## src/rtl/bv_pkg.sv

```systemverilog
// ----------------------------------------------------------------------------
// bv_pkg
// Shared definitions for the bit-vector lookup controller slice.
//   - bvState_t   : controller FSM states (bank clear / normal run)
//   - CLEAR_BIT   : value replicated across a bit-vector during a bank clear
//   - keyWidth()  : total search key width from stride and SRAM count
//   - selWidth()  : width of the SRAM select field (never narrower than 1)
// No ports; imported by the interface and the top module.
// ----------------------------------------------------------------------------
package bv_pkg;

    typedef enum logic {
        StClear = 1'b0,
        StRun   = 1'b1
    } bvState_t;

    // A cleared entry matches every rule, so the clear pattern is all ones.
    localparam logic CLEAR_BIT = 1'b1;

    function automatic int keyWidth(input int stride, input int sramNum);
        return stride * sramNum;
    endfunction

    function automatic int selWidth(input int sramNum);
        return (sramNum > 1) ? $clog2(sramNum) : 1;
    endfunction

endpackage

```

## src/rtl/bv_lookup_ctrl_if.sv

```systemverilog
// ----------------------------------------------------------------------------
// bv_lookup_ctrl_if
// Bundles every non-clock signal of the bit-vector lookup controller.
//   Lookup channel : lkp_valid_i, lkp_ready_o, lkp_key_i, lkp_tag_i
//   Update channel : cfg_valid_i, cfg_ready_o, cfg_sram_i, cfg_addr_i,
//                    cfg_data_i
//   Clear control  : clear_i, clear_done_o
//   SRAM bank side : sram_en_o, sram_we_o, sram_addr_o, sram_wdata_o
//   Result side    : res_valid_o, res_tag_o
// Modports: master = client driving requests, slave = the controller.
// ----------------------------------------------------------------------------
interface bv_lookup_ctrl_if #(
    parameter int STRIDE       = 4,
    parameter int SRAM_NUM     = 4,
    parameter int RESULT_WIDTH = 64,
    parameter int TAG_WIDTH    = 8
) ();
    import bv_pkg::*;

    localparam int KEY_WIDTH = keyWidth(STRIDE, SRAM_NUM);
    localparam int SEL_WIDTH = selWidth(SRAM_NUM);

    logic                    lkp_valid_i;
    logic                    lkp_ready_o;
    logic [KEY_WIDTH-1:0]    lkp_key_i;
    logic [TAG_WIDTH-1:0]    lkp_tag_i;

    logic                    cfg_valid_i;
    logic                    cfg_ready_o;
    logic [SEL_WIDTH-1:0]    cfg_sram_i;
    logic [STRIDE-1:0]       cfg_addr_i;
    logic [RESULT_WIDTH-1:0] cfg_data_i;

    logic                    clear_i;
    logic                    clear_done_o;

    logic [SRAM_NUM-1:0]     sram_en_o;
    logic [SRAM_NUM-1:0]     sram_we_o;
    logic [KEY_WIDTH-1:0]    sram_addr_o;
    logic [RESULT_WIDTH-1:0] sram_wdata_o;

    logic                    res_valid_o;
    logic [TAG_WIDTH-1:0]    res_tag_o;

    modport master (
        output lkp_valid_i, lkp_key_i, lkp_tag_i,
        output cfg_valid_i, cfg_sram_i, cfg_addr_i, cfg_data_i,
        output clear_i,
        input  lkp_ready_o, cfg_ready_o, clear_done_o,
        input  sram_en_o, sram_we_o, sram_addr_o, sram_wdata_o,
        input  res_valid_o, res_tag_o
    );

    modport slave (
        input  lkp_valid_i, lkp_key_i, lkp_tag_i,
        input  cfg_valid_i, cfg_sram_i, cfg_addr_i, cfg_data_i,
        input  clear_i,
        output lkp_ready_o, cfg_ready_o, clear_done_o,
        output sram_en_o, sram_we_o, sram_addr_o, sram_wdata_o,
        output res_valid_o, res_tag_o
    );

endinterface

```

## src/rtl/bv_valid_pipe.sv

```systemverilog
// ----------------------------------------------------------------------------
// bv_valid_pipe
// Fixed-depth delay line carrying a valid bit and a tag, used to line up a
// lookup's tag with its accumulated match vector.
//   clk, rst : clock and synchronous active-high reset (clears valids only)
//   i_valid  : valid entering the pipe
//   i_tag    : tag entering the pipe
//   o_valid  : valid leaving the pipe DEPTH cycles later
//   o_tag    : tag leaving the pipe DEPTH cycles later
// ----------------------------------------------------------------------------
module bv_valid_pipe #(
    parameter int DEPTH     = 3,
    parameter int TAG_WIDTH = 8
) (
    input  logic                 clk,
    input  logic                 rst,
    input  logic                 i_valid,
    input  logic [TAG_WIDTH-1:0] i_tag,
    output logic                 o_valid,
    output logic [TAG_WIDTH-1:0] o_tag
);

    logic [DEPTH-1:0]     r_valid;
    logic [TAG_WIDTH-1:0] r_tag [DEPTH];

    // Valid bits shift every cycle and are flushed by reset so that no
    // result ever appears for a lookup issued before the reset.
    always_ff @(posedge clk) begin
        if (rst) begin
            r_valid <= '0;
        end else begin
            r_valid <= {r_valid[DEPTH-2:0], i_valid};
        end
    end

    // Tags are qualified by their valid bit, so they follow the same shift
    // without a reset and carry no cost for the flush.
    always_ff @(posedge clk) begin
        r_tag[0] <= i_tag;
        for (int i = 1; i < DEPTH; i++) begin
            r_tag[i] <= r_tag[i-1];
        end
    end

    assign o_valid = r_valid[DEPTH-1];
    assign o_tag   = r_tag[DEPTH-1];

endmodule

```

## src/rtl/bv_lookup_ctrl.sv

```systemverilog
// ----------------------------------------------------------------------------
// bv_lookup_ctrl
// Arbitrates the single-port bit-vector SRAM bank between search lookups and
// rule-update writes, clears the whole bank after reset or on request, and
// tracks in-flight lookups so a valid/tag pair emerges with the accumulated
// match vector.
//   clk : clock, rising edge
//   rst : synchronous active-high reset
//   bus : bv_lookup_ctrl_if.slave -- lookup/update handshakes, clear
//         control, registered SRAM bank drive and the result valid/tag
// ----------------------------------------------------------------------------
module bv_lookup_ctrl #(
    parameter int STRIDE        = 4,
    parameter int SRAM_NUM      = 4,
    parameter int RESULT_WIDTH  = 64,
    parameter int SRAM_LAT      = 1,
    parameter int TAG_WIDTH     = 8,
    parameter int MAX_CFG_BURST = 4
) (
    input  logic            clk,
    input  logic            rst,
    bv_lookup_ctrl_if.slave bus
);
    import bv_pkg::*;

    localparam int KEY_WIDTH   = keyWidth(STRIDE, SRAM_NUM);
    localparam int BURST_WIDTH = $clog2(MAX_CFG_BURST + 1);
    localparam logic [BURST_WIDTH-1:0] BURST_MAX = BURST_WIDTH'(MAX_CFG_BURST);
    localparam logic [STRIDE-1:0]      CLR_LAST  = '1;

    bvState_t                r_state;
    bvState_t                w_nextState;
    logic [STRIDE-1:0]       r_clrAddr;
    logic [BURST_WIDTH-1:0]  r_burstCnt;
    logic                    r_clearEnd;
    logic                    r_clearDone;
    logic                    w_clearEnd;

    logic [SRAM_NUM-1:0]     r_en;
    logic [SRAM_NUM-1:0]     r_we;
    logic [KEY_WIDTH-1:0]    r_addr;
    logic [RESULT_WIDTH-1:0] r_wdata;
    logic [SRAM_NUM-1:0]     w_en;
    logic [SRAM_NUM-1:0]     w_we;
    logic [KEY_WIDTH-1:0]    w_addr;
    logic [RESULT_WIDTH-1:0] w_wdata;

    logic                    w_cfgReady;
    logic                    w_lkpReady;
    logic                    w_cfgGrant;
    logic                    w_lkpGrant;
    logic                    w_resValid;
    logic [TAG_WIDTH-1:0]    w_resTag;

    // State register plus all registered bookkeeping. The clear address only
    // advances while clearing and sits at zero otherwise, so every clear
    // starts from entry 0. The burst counter lets updates run ahead of a
    // waiting lookup for at most MAX_CFG_BURST grants. The clear-done pulse
    // is delayed one extra cycle so it lands after the last clear write has
    // appeared on the SRAM ports.
    always_ff @(posedge clk) begin
        if (rst) begin
            r_state     <= StClear;
            r_clrAddr   <= '0;
            r_burstCnt  <= '0;
            r_clearEnd  <= 1'b0;
            r_clearDone <= 1'b0;
            r_en        <= '0;
            r_we        <= '0;
            r_addr      <= '0;
            r_wdata     <= '0;
        end else begin
            r_state     <= w_nextState;
            r_clrAddr   <= (r_state == StClear) ? r_clrAddr + 1'b1 : '0;
            r_clearEnd  <= w_clearEnd;
            r_clearDone <= r_clearEnd;
            r_en        <= w_en;
            r_we        <= w_we;
            r_addr      <= w_addr;
            r_wdata     <= w_wdata;
            if (r_state != StRun || !bus.lkp_valid_i || w_lkpGrant) begin
                r_burstCnt <= '0;
            end else if (w_cfgGrant && r_burstCnt != BURST_MAX) begin
                r_burstCnt <= r_burstCnt + 1'b1;
            end
        end
    end

    // Next-state logic: a clear runs until the last entry is written, and a
    // clear request in RUN takes effect on the following cycle.
    always_comb begin
        w_nextState = r_state;
        w_clearEnd  = 1'b0;
        case (r_state)
            StClear: begin
                if (r_clrAddr == CLR_LAST) begin
                    w_nextState = StRun;
                    w_clearEnd  = 1'b1;
                end
            end
            StRun: begin
                if (bus.clear_i) begin
                    w_nextState = StClear;
                end
            end
            default: w_nextState = StClear;
        endcase
    end

    // Readies and grants. Updates normally win, but once the burst limit is
    // reached with a lookup waiting the lookup takes the slot. The two grant
    // conditions exclude each other, so the bank sees at most one access.
    always_comb begin
        w_cfgReady = 1'b0;
        w_lkpReady = 1'b0;
        if (r_state == StRun && !bus.clear_i) begin
            w_cfgReady = !(bus.lkp_valid_i && r_burstCnt == BURST_MAX);
            w_lkpReady = !bus.cfg_valid_i || r_burstCnt == BURST_MAX;
        end
        w_cfgGrant = bus.cfg_valid_i && w_cfgReady;
        w_lkpGrant = bus.lkp_valid_i && w_lkpReady;
    end

    // SRAM drive for the next cycle. Idle cycles drop the enables but keep
    // address and write data stable. An update to an out-of-range SRAM index
    // is accepted but produces no enable at all.
    always_comb begin
        w_en    = '0;
        w_we    = '0;
        w_addr  = r_addr;
        w_wdata = r_wdata;
        if (r_state == StClear) begin
            w_en    = '1;
            w_we    = '1;
            w_addr  = {SRAM_NUM{r_clrAddr}};
            w_wdata = {RESULT_WIDTH{CLEAR_BIT}};
        end else if (w_cfgGrant) begin
            w_addr  = '0;
            w_wdata = bus.cfg_data_i;
            for (int i = 0; i < SRAM_NUM; i++) begin
                if (int'(bus.cfg_sram_i) == i) begin
                    w_en[i]                    = 1'b1;
                    w_we[i]                    = 1'b1;
                    w_addr[STRIDE*i +: STRIDE] = bus.cfg_addr_i;
                end
            end
        end else if (w_lkpGrant) begin
            w_en   = '1;
            w_addr = bus.lkp_key_i;
        end
    end

    bv_valid_pipe #(
        .DEPTH     (SRAM_LAT + 2),
        .TAG_WIDTH (TAG_WIDTH)
    ) u_validPipe (
        .clk     (clk),
        .rst     (rst),
        .i_valid (w_lkpGrant),
        .i_tag   (bus.lkp_tag_i),
        .o_valid (w_resValid),
        .o_tag   (w_resTag)
    );

    assign bus.lkp_ready_o  = w_lkpReady;
    assign bus.cfg_ready_o  = w_cfgReady;
    assign bus.clear_done_o = r_clearDone;
    assign bus.sram_en_o    = r_en;
    assign bus.sram_we_o    = r_we;
    assign bus.sram_addr_o  = r_addr;
    assign bus.sram_wdata_o = r_wdata;
    assign bus.res_valid_o  = w_resValid;
    assign bus.res_tag_o    = w_resTag;

endmodule

```

## src/flat_wrapper.sv

```systemverilog
// flat-port wrapper written by rule: the top's interface ports become plain ports
module bv_lookup_ctrl_flat import bv_pkg::*;
#(
    parameter int STRIDE        = 4,
    parameter int SRAM_NUM      = 4,
    parameter int RESULT_WIDTH  = 64,
    parameter int SRAM_LAT      = 1,
    parameter int TAG_WIDTH     = 8,
    parameter int MAX_CFG_BURST = 4
)
  (clk, rst, bus_lkp_valid_i, bus_lkp_key_i, bus_lkp_tag_i, bus_cfg_valid_i, bus_cfg_sram_i, bus_cfg_addr_i, bus_cfg_data_i, bus_clear_i, bus_lkp_ready_o, bus_cfg_ready_o, bus_clear_done_o, bus_sram_en_o, bus_sram_we_o, bus_sram_addr_o, bus_sram_wdata_o, bus_res_valid_o, bus_res_tag_o);
  bv_lookup_ctrl_if #(.STRIDE(STRIDE), .SRAM_NUM(SRAM_NUM), .RESULT_WIDTH(RESULT_WIDTH), .TAG_WIDTH(TAG_WIDTH)) bus_i ();
  input  logic clk;
  input  logic rst;
  input wire logic [$bits(bus_i.lkp_valid_i)-1:0] bus_lkp_valid_i;
  input wire logic [$bits(bus_i.lkp_key_i)-1:0] bus_lkp_key_i;
  input wire logic [$bits(bus_i.lkp_tag_i)-1:0] bus_lkp_tag_i;
  input wire logic [$bits(bus_i.cfg_valid_i)-1:0] bus_cfg_valid_i;
  input wire logic [$bits(bus_i.cfg_sram_i)-1:0] bus_cfg_sram_i;
  input wire logic [$bits(bus_i.cfg_addr_i)-1:0] bus_cfg_addr_i;
  input wire logic [$bits(bus_i.cfg_data_i)-1:0] bus_cfg_data_i;
  input wire logic [$bits(bus_i.clear_i)-1:0] bus_clear_i;
  output wire logic [$bits(bus_i.lkp_ready_o)-1:0] bus_lkp_ready_o;
  output wire logic [$bits(bus_i.cfg_ready_o)-1:0] bus_cfg_ready_o;
  output wire logic [$bits(bus_i.clear_done_o)-1:0] bus_clear_done_o;
  output wire logic [$bits(bus_i.sram_en_o)-1:0] bus_sram_en_o;
  output wire logic [$bits(bus_i.sram_we_o)-1:0] bus_sram_we_o;
  output wire logic [$bits(bus_i.sram_addr_o)-1:0] bus_sram_addr_o;
  output wire logic [$bits(bus_i.sram_wdata_o)-1:0] bus_sram_wdata_o;
  output wire logic [$bits(bus_i.res_valid_o)-1:0] bus_res_valid_o;
  output wire logic [$bits(bus_i.res_tag_o)-1:0] bus_res_tag_o;
  assign bus_i.lkp_valid_i = bus_lkp_valid_i;
  assign bus_i.lkp_key_i = bus_lkp_key_i;
  assign bus_i.lkp_tag_i = bus_lkp_tag_i;
  assign bus_i.cfg_valid_i = bus_cfg_valid_i;
  assign bus_i.cfg_sram_i = bus_cfg_sram_i;
  assign bus_i.cfg_addr_i = bus_cfg_addr_i;
  assign bus_i.cfg_data_i = bus_cfg_data_i;
  assign bus_i.clear_i = bus_clear_i;
  assign bus_lkp_ready_o = bus_i.lkp_ready_o;
  assign bus_cfg_ready_o = bus_i.cfg_ready_o;
  assign bus_clear_done_o = bus_i.clear_done_o;
  assign bus_sram_en_o = bus_i.sram_en_o;
  assign bus_sram_we_o = bus_i.sram_we_o;
  assign bus_sram_addr_o = bus_i.sram_addr_o;
  assign bus_sram_wdata_o = bus_i.sram_wdata_o;
  assign bus_res_valid_o = bus_i.res_valid_o;
  assign bus_res_tag_o = bus_i.res_tag_o;
  bv_lookup_ctrl #(.STRIDE(STRIDE), .SRAM_NUM(SRAM_NUM), .RESULT_WIDTH(RESULT_WIDTH), .SRAM_LAT(SRAM_LAT), .TAG_WIDTH(TAG_WIDTH), .MAX_CFG_BURST(MAX_CFG_BURST)) u_core (.clk(clk), .rst(rst), .bus(bus_i));
endmodule
```

## config.mk

```make
export PLATFORM = sky130hd
export DESIGN_NAME = bv_lookup_ctrl_flat
export DESIGN_NICKNAME = d
export VERILOG_FILES = /design/src/rtl/bv_pkg.sv /design/src/rtl/bv_lookup_ctrl_if.sv /design/src/rtl/bv_valid_pipe.sv /design/src/rtl/bv_lookup_ctrl.sv /design/src/flat_wrapper.sv
export SDC_FILE = /design/constraint.sdc
export NUM_CORES = 1
export LEC_CHECK = 0
export CAP_MARGIN = 15
export CORE_MARGIN = 4
export CORE_UTILIZATION = 50
export DETAILED_ROUTE_END_ITERATION = 7
export DONT_BUFFER_PORTS = 1
export GPL_ROUTABILITY_DRIVEN = 0
export REMOVE_ABC_BUFFERS = 1
export SETUP_SLACK_MARGIN = 0.1
export SYNTH_ARGS = -nofsm -noshare
export SYNTH_HDL_FRONTEND = slang
export SYNTH_SLANG_ARGS = --single-unit
```

## constraint.sdc

```tcl
create_clock -name clk -period 2.6 [get_ports clk]
set_input_delay 0.26 -clock clk [delete_from_list [all_inputs] [get_ports clk]]
set_output_delay 0.26 -clock clk [all_outputs]
set_load 0.02 [all_outputs]
```

### After elaboration in Yosys (flattened, before gate mapping)

Memory sizes are Yosys's and may differ from the RTL's.
Cells that the tools add are included.

* register bits after elaboration: 101
* RAM bits: 24
* input bits: 99
* memories: 1

Memories
* u_core.u_validPipe.r_tag: words 3, bits a word 8, rd ports 3, clocked after Yosys merged registers in 0, wr ports 3, RTL line bv_valid_pipe.sv:24 `logic [TAG_WIDTH-1:0] r_tag [DEPTH];`

* $add $sub $neg: 2
* equality and inequality tests: 8
* multiplexer cells: 23
* bitwise operators: 1
* reduce and logical (&&, ||, !) cells: 15

Operators with widths (count)
* $mux W64: 2
* $mux W16: 3
* $mux W4: 9
* $mux W1: 8
* $ne A3 B3 Y1 const B: 2
* $logic_and A1 B1 Y1: 5
* $add A4 B1 Y4 const B: 1
* $eq A2 B2 Y1 const B: 2
* $eq A4 B4 Y1 const B: 1
* $logic_not A1 Y1: 4
* $reduce_or A2 Y1: 2
* $add A3 B1 Y3 const B: 1
* $eq A3 B3 Y1 const B: 1
* $logic_or A1 B1 Y1: 3
* $eq A2 B1 Y1 const B: 1
* $logic_not A2 Y1: 1
* $ne A2 B2 Y1 const B: 1
* $pmux W1 S2: 1
* $not A1 Y1: 1

### Depth between registers and ports, before layout

* depth after elaboration: 7
* gate-level depth with buffers: 8
* mapped depth without buffers: 6

### Cells and area by module

Synthesis repeated with hierarchy kept, for this count alone.

* cell total of the unflattened synthesis: 501
* area total of the unflattened synthesis: 4688.2 µm²

By module, submodules not included
* bv_lookup_ctrl: instances 1, cells an instance 463, area each 4068.9 µm², sequential area each 1961.9 µm²
* bv_valid_pipe: instances 1, cells an instance 38, area each 619.3 µm², sequential area each 540.5 µm²

### Worst setup path before layout

Ideal clock, no wire load.

* kind: register -> register
* start point: register u_core.r_burstCnt[0]
* end point: register u_core.r_we[0] (netlist: u_core.bus.sram_we_o[0])
* setup time: 0.067 ns
* arrival: 1.734 ns
* data required time: 2.533 ns
* path slack: 0.799 ns
* cell stages (with the launch flop): 8
* buffers on the path: 1
* cell sequence: dfxtp_1 inv_1 ha_1 and3_1 or3b_1 buf_2 or3_4 a21oi_2

* cells in the longest elaborated chain, start to end: 7

RTL lines
* start, declared: RTL line bv_lookup_ctrl.sv:34 `logic [BURST_WIDTH-1:0] r_burstCnt;`
* start signal, assigned: RTL line bv_lookup_ctrl.sv:84 `r_burstCnt <= r_burstCnt + 1'b1;`
* $eq A3 B3 Y1: RTL line bv_lookup_ctrl.sv:117 `w_cfgReady = !(bus.lkp_valid_i && r_burstCnt == BURST_MAX);`
* $logic_and A1 B1 Y1: RTL line bv_lookup_ctrl.sv:117
* $logic_not A1 Y1: RTL line bv_lookup_ctrl.sv:117
* $mux W1: RTL line bv_lookup_ctrl.sv:116 `if (r_state == StRun && !bus.clear_i) begin`
* $logic_and A1 B1 Y1: RTL line bv_lookup_ctrl.sv:120 `w_cfgGrant = bus.cfg_valid_i && w_cfgReady;`
* $mux W4: RTL line bv_lookup_ctrl.sv:137 `end else if (w_cfgGrant) begin`
* $mux W4: RTL line bv_lookup_ctrl.sv:132 `if (r_state == StClear) begin`
* end signal, assigned: RTL line bv_lookup_ctrl.sv:78 `r_we <= w_we;`
* end, declared: RTL line bv_lookup_ctrl.sv:40 `logic [SRAM_NUM-1:0] r_we;`

Every way passes these cells.
A chain may end at the register's enable or synchronous reset.

### Final worst setup path

* start point: register u_core.r_burstCnt[0]
* end point: register u_core.r_wdata[24] (netlist: u_core.bus.sram_wdata_o[24])

* cells in the longest elaborated chain, start to end: 6

RTL lines
* $eq A3 B3 Y1: RTL line bv_lookup_ctrl.sv:117
* $logic_and A1 B1 Y1: RTL line bv_lookup_ctrl.sv:117
* $logic_not A1 Y1: RTL line bv_lookup_ctrl.sv:117
* $mux W1: RTL line bv_lookup_ctrl.sv:116
* $logic_and A1 B1 Y1: RTL line bv_lookup_ctrl.sv:120
* $ne A2 B2 Y1 (no line)
* end signal, assigned: RTL line bv_lookup_ctrl.sv:80 `r_wdata <= w_wdata;`
* end, declared: RTL line bv_lookup_ctrl.sv:42 `logic [RESULT_WIDTH-1:0] r_wdata;`

Every way passes these cells.

==> results.cfg <==
[global_route]
grt_max_degree = 100
grt_pass1_wl_um = 19200
antenna_found_initial = 0
grt_overflow = 0
track_usage = 0.236
grt_pass1_vias = 3809

[pwr]
p_sw_frac = 0.228
vdd_drop_max_v = 0.000563
p_per_area_nw_per_um2 = 803
seqPwrFrac = 0.447
p_int_uw = 3740
power_frac_comb = 0.049
clkPwrFrac = 0.504
p_switching_uw = 1110
leakage_uw = 0.00241

[timing]
hold_viol = 0
rsz0062_at_grt = false
slew_viol_final = 0
maxSlewHeadroom = 0.537
setup_violations = 0
period_share = 0.893
tightestPinTransition_ps = 693
skew_ps = 7.82
fmax_ghz = 0.430
post-route-min-period_ps = 2320

[worst_hold_path]
holdCritPathClass = input port to flop
holdPathStages = 2
worstHoldStart = bus_lkp_key_i[8]
worstHoldEndpoint = u_core.bus.sram_addr_o[8]

[floorplan]
num_rows = 33
die_area_um2 = 10400
initial_utilization = 0.526
die_w_um = 102
io_pins = 199
fp.dieH_um = 102
core_um2 = 8380

[layout]
layout_common_cells = nand2_1, dfxtp_1, dlygate4sd3_1, a31oi_1, nand3_1
layout_commonest_cell = nand2_1
nets = 670
diodes = 0
area_growth_pct = 36.9
drive_gt1_frac = 0.0792
num-fill-cells = 626
final_cells = 686
finalInstanceArea_um2 = 6030

[route]
post_drt_wl_per_cell_um = 18.6
drt_wl_total_um = 12700
vias = 3961
viasPerCell = 5.77
first_pass_iters = 5
drc = 0
ant_nets = 0
dr.first_iter.drc_count = 310

[clocking]
cts_inserted_buffers = 17
cts.sinks = 125
cts.clk_slew.worst_paths_ps = 60
htreeDepth = 4
root_buffer = clkbuf_8
clk_latency_ps = 500
clk_path_buf_depth = 2
tritoncts = done

[synthesis]
synth_cell_types = 34
avgSynthCellArea_um2 = 8.94
synth-seq-area-share = 0.568
synthMuxAreaShare = 0.00909
synth_top_family_by_area = simple AND/OR/NAND/NOR gates
synth-compound-area-share = 0.144
syn_area_um2 = 4410
synth_fa_ha_area_frac = 0.00852
synth-seq-cells = 125
synthXorXnorAreaFrac = 0.00398
synth_simple_gate_area_share = 0.211
synth_warnings = 0
synth_cells = 493

[critical_path]
crit_type = flop to flop
critPathArrivalTime_ps = 2710
critical-path-max-stage-delay_ps = 600
reg2reg_setup_slack_ps = 280
path_max_fanout = 22
cp-end-kind = flop
ff2ff_path_depth = 7
timing.rr.end = u_core.bus.sram_wdata_o[24]
required_ps = 2990
startpoint_type = flop
r2r_start = u_core.r_burstCnt[0]
crit_slowest_cell = dlygate4sd3_1
path_cells = inv_1, ha_1, and3_1, or3b_4, nand2_1, a31oi_1, dlygate4sd3_1

[place]
placement.io_buffers = 0
dp_hpwl_um = 7300
post-place-cells = 554
place_area_um2 = 4370

[status]
outcome = completed

[run]
cap_viol_max_count = 0
[through the flow]
stage,TNS [ps],hold WS [ps],power [uW],worst slack [ps],util
2_1_floorplan,-203070,288,2250,-2440,-
3_3_place_gp,0,288,2280,643,0.521
3_5_place_dp,0,288,2290,590,0.521
4_1_cts,0,6.62,4880,137,0.714
5_1_grt,0,7.87,5010,190,0.720
6_report,0,37.1,4840,277,0.720
[what timing repair did]
action                     CTS  global route
resized for setup            0             4
setup endpoints to repair    0             2
buffers inserted             0             1
hold buffers                98             0
hold endpoints to repair   109             0
[layer usage]
layer	up-vias	part of all wire	track usage
met3	25	0.11	0.0983
met5	-	0	0
met2	214	0.48	0.378
met1	1866	0.39	0.284
met4	0	0.023	0.0928
li1	1856	-	-
[layout make-up]
class | instances | area (um2) | share of cell area
multi-input cells | 316 | 1670 | 0.277
inverters | 3 | 11.3 | 0.00187
well taps | 105 | 131 | 0.0218
flip-flops and latches | 125 | 2510 | 0.416
clock buffers | 18 | 428 | 0.0710
clock inverters | 14 | 193 | 0.0320
repair buffers | 105 | 1090 | 0.181
[worst max-delay path: cells and delay by family (launching register included)]
family | cells | cell delay, ps
simple gates | 3 | 890
buf+inv | 2 | 660
flops | 1 | 380
fa+ha+maj | 1 | 190
compound gates | 1 | 90
[synth_stat cells]
| cell | number | area, um2 |
|---|---|---|
| a21boi_0 | 1 | 7.51 |
| a21oi_1 | 10 | 50.1 |
| a21oi_2 | 1 | 8.76 |
| a311oi_1 | 16 | 140 |
| a31oi_1 | 64 | 400 |
| and3_1 | 2 | 12.5 |
| and3b_1 | 1 | 8.76 |
| buf_1 | 2 | 7.51 |
| buf_2 | 16 | 80.1 |
| buf_4 | 8 | 60.1 |
| clkbuf_1 | 23 | 86.3 |
| dfxtp_1 | 125 | 2500 |
| ha_1 | 3 | 37.5 |
| inv_1 | 3 | 11.3 |
| mux2i_1 | 4 | 40.0 |
| nand2_1 | 131 | 492 |
| nand2b_4 | 1 | 13.8 |
| nand3_1 | 35 | 175 |
| nand3b_1 | 4 | 30.0 |
| nor2_1 | 21 | 78.8 |
| nor2b_1 | 4 | 25.0 |
| nor3_1 | 4 | 20.0 |
| nor3b_1 | 3 | 22.5 |
| nor3b_2 | 1 | 12.5 |
| nor4_1 | 1 | 6.26 |
| o21a_1 | 1 | 7.51 |
| o21ai_0 | 1 | 5.00 |
| o21bai_1 | 1 | 7.51 |
| o31a_1 | 1 | 8.76 |
| or3_4 | 1 | 11.3 |
| or3b_1 | 1 | 8.76 |
| or4bb_1 | 1 | 11.3 |
| xnor2_1 | 1 | 8.76 |
| xor2_1 | 1 | 8.76 |
[sequential cells by signal (all words and copies together) (netlist names)]
signal / flops
u_core.bus.sram_addr_o: 16
u_core.bus.sram_en_o: 4
u_core.r_clearEnd: 1
u_core.bus.sram_we_o: 4
u_core.r_state: 1
u_core.u_validPipe.r_valid: 3
u_core.u_validPipe.r_tag: 24
u_core.bus.sram_wdata_o: 64
u_core.r_burstCnt: 3
u_core.bus.clear_done_o: 1
u_core.r_clrAddr: 4
[worst max-delay path by stage]
stage,to,slack [ps],start
after CTS,u_core.bus.sram_we_o[1],140,u_core.r_burstCnt[0]
after detailed placement,u_core.bus.sram_addr_o[3],590,u_core.r_burstCnt[0]
final,u_core.bus.sram_wdata_o[24],280,u_core.r_burstCnt[0]
after floorplan,u_core.bus.sram_we_o[3],-2440,u_core.r_state
after global placement,u_core.bus.sram_addr_o[14],640,u_core.r_burstCnt[0]
after global routing,u_core.bus.sram_we_o[1],190,u_core.r_burstCnt[0]
[power groups by stage]
stage	registers, uW	clock network (uW)	logic (uW)
6_report	2170	2440	237
5_1_grt	2180	2580	259
4_1_cts	2170	2480	232
3_5_place_dp	2210	0	79.6
3_3_place_gp	2210	0	74.7
2_1_floorplan	2190	0	68.3
[kinds of logic (layout without fill, tap and decap cells)]
| logic type | Yosys count | count (layout) |
|---|---|---|
| AND/OR/NAND/NOR | 211 | 211 |
| AO/OA/AOI/OAI | 96 | 96 |
| adder cells (fa/ha/maj) | 3 | 3 |
| buffers and inverters | 52 | 140 |
| flip-flops | 125 | 125 |
| multiplexers | 4 | 4 |
| XOR/XNOR | 2 | 2 |
No activity file was read; power rests on OpenSTA's default activity.
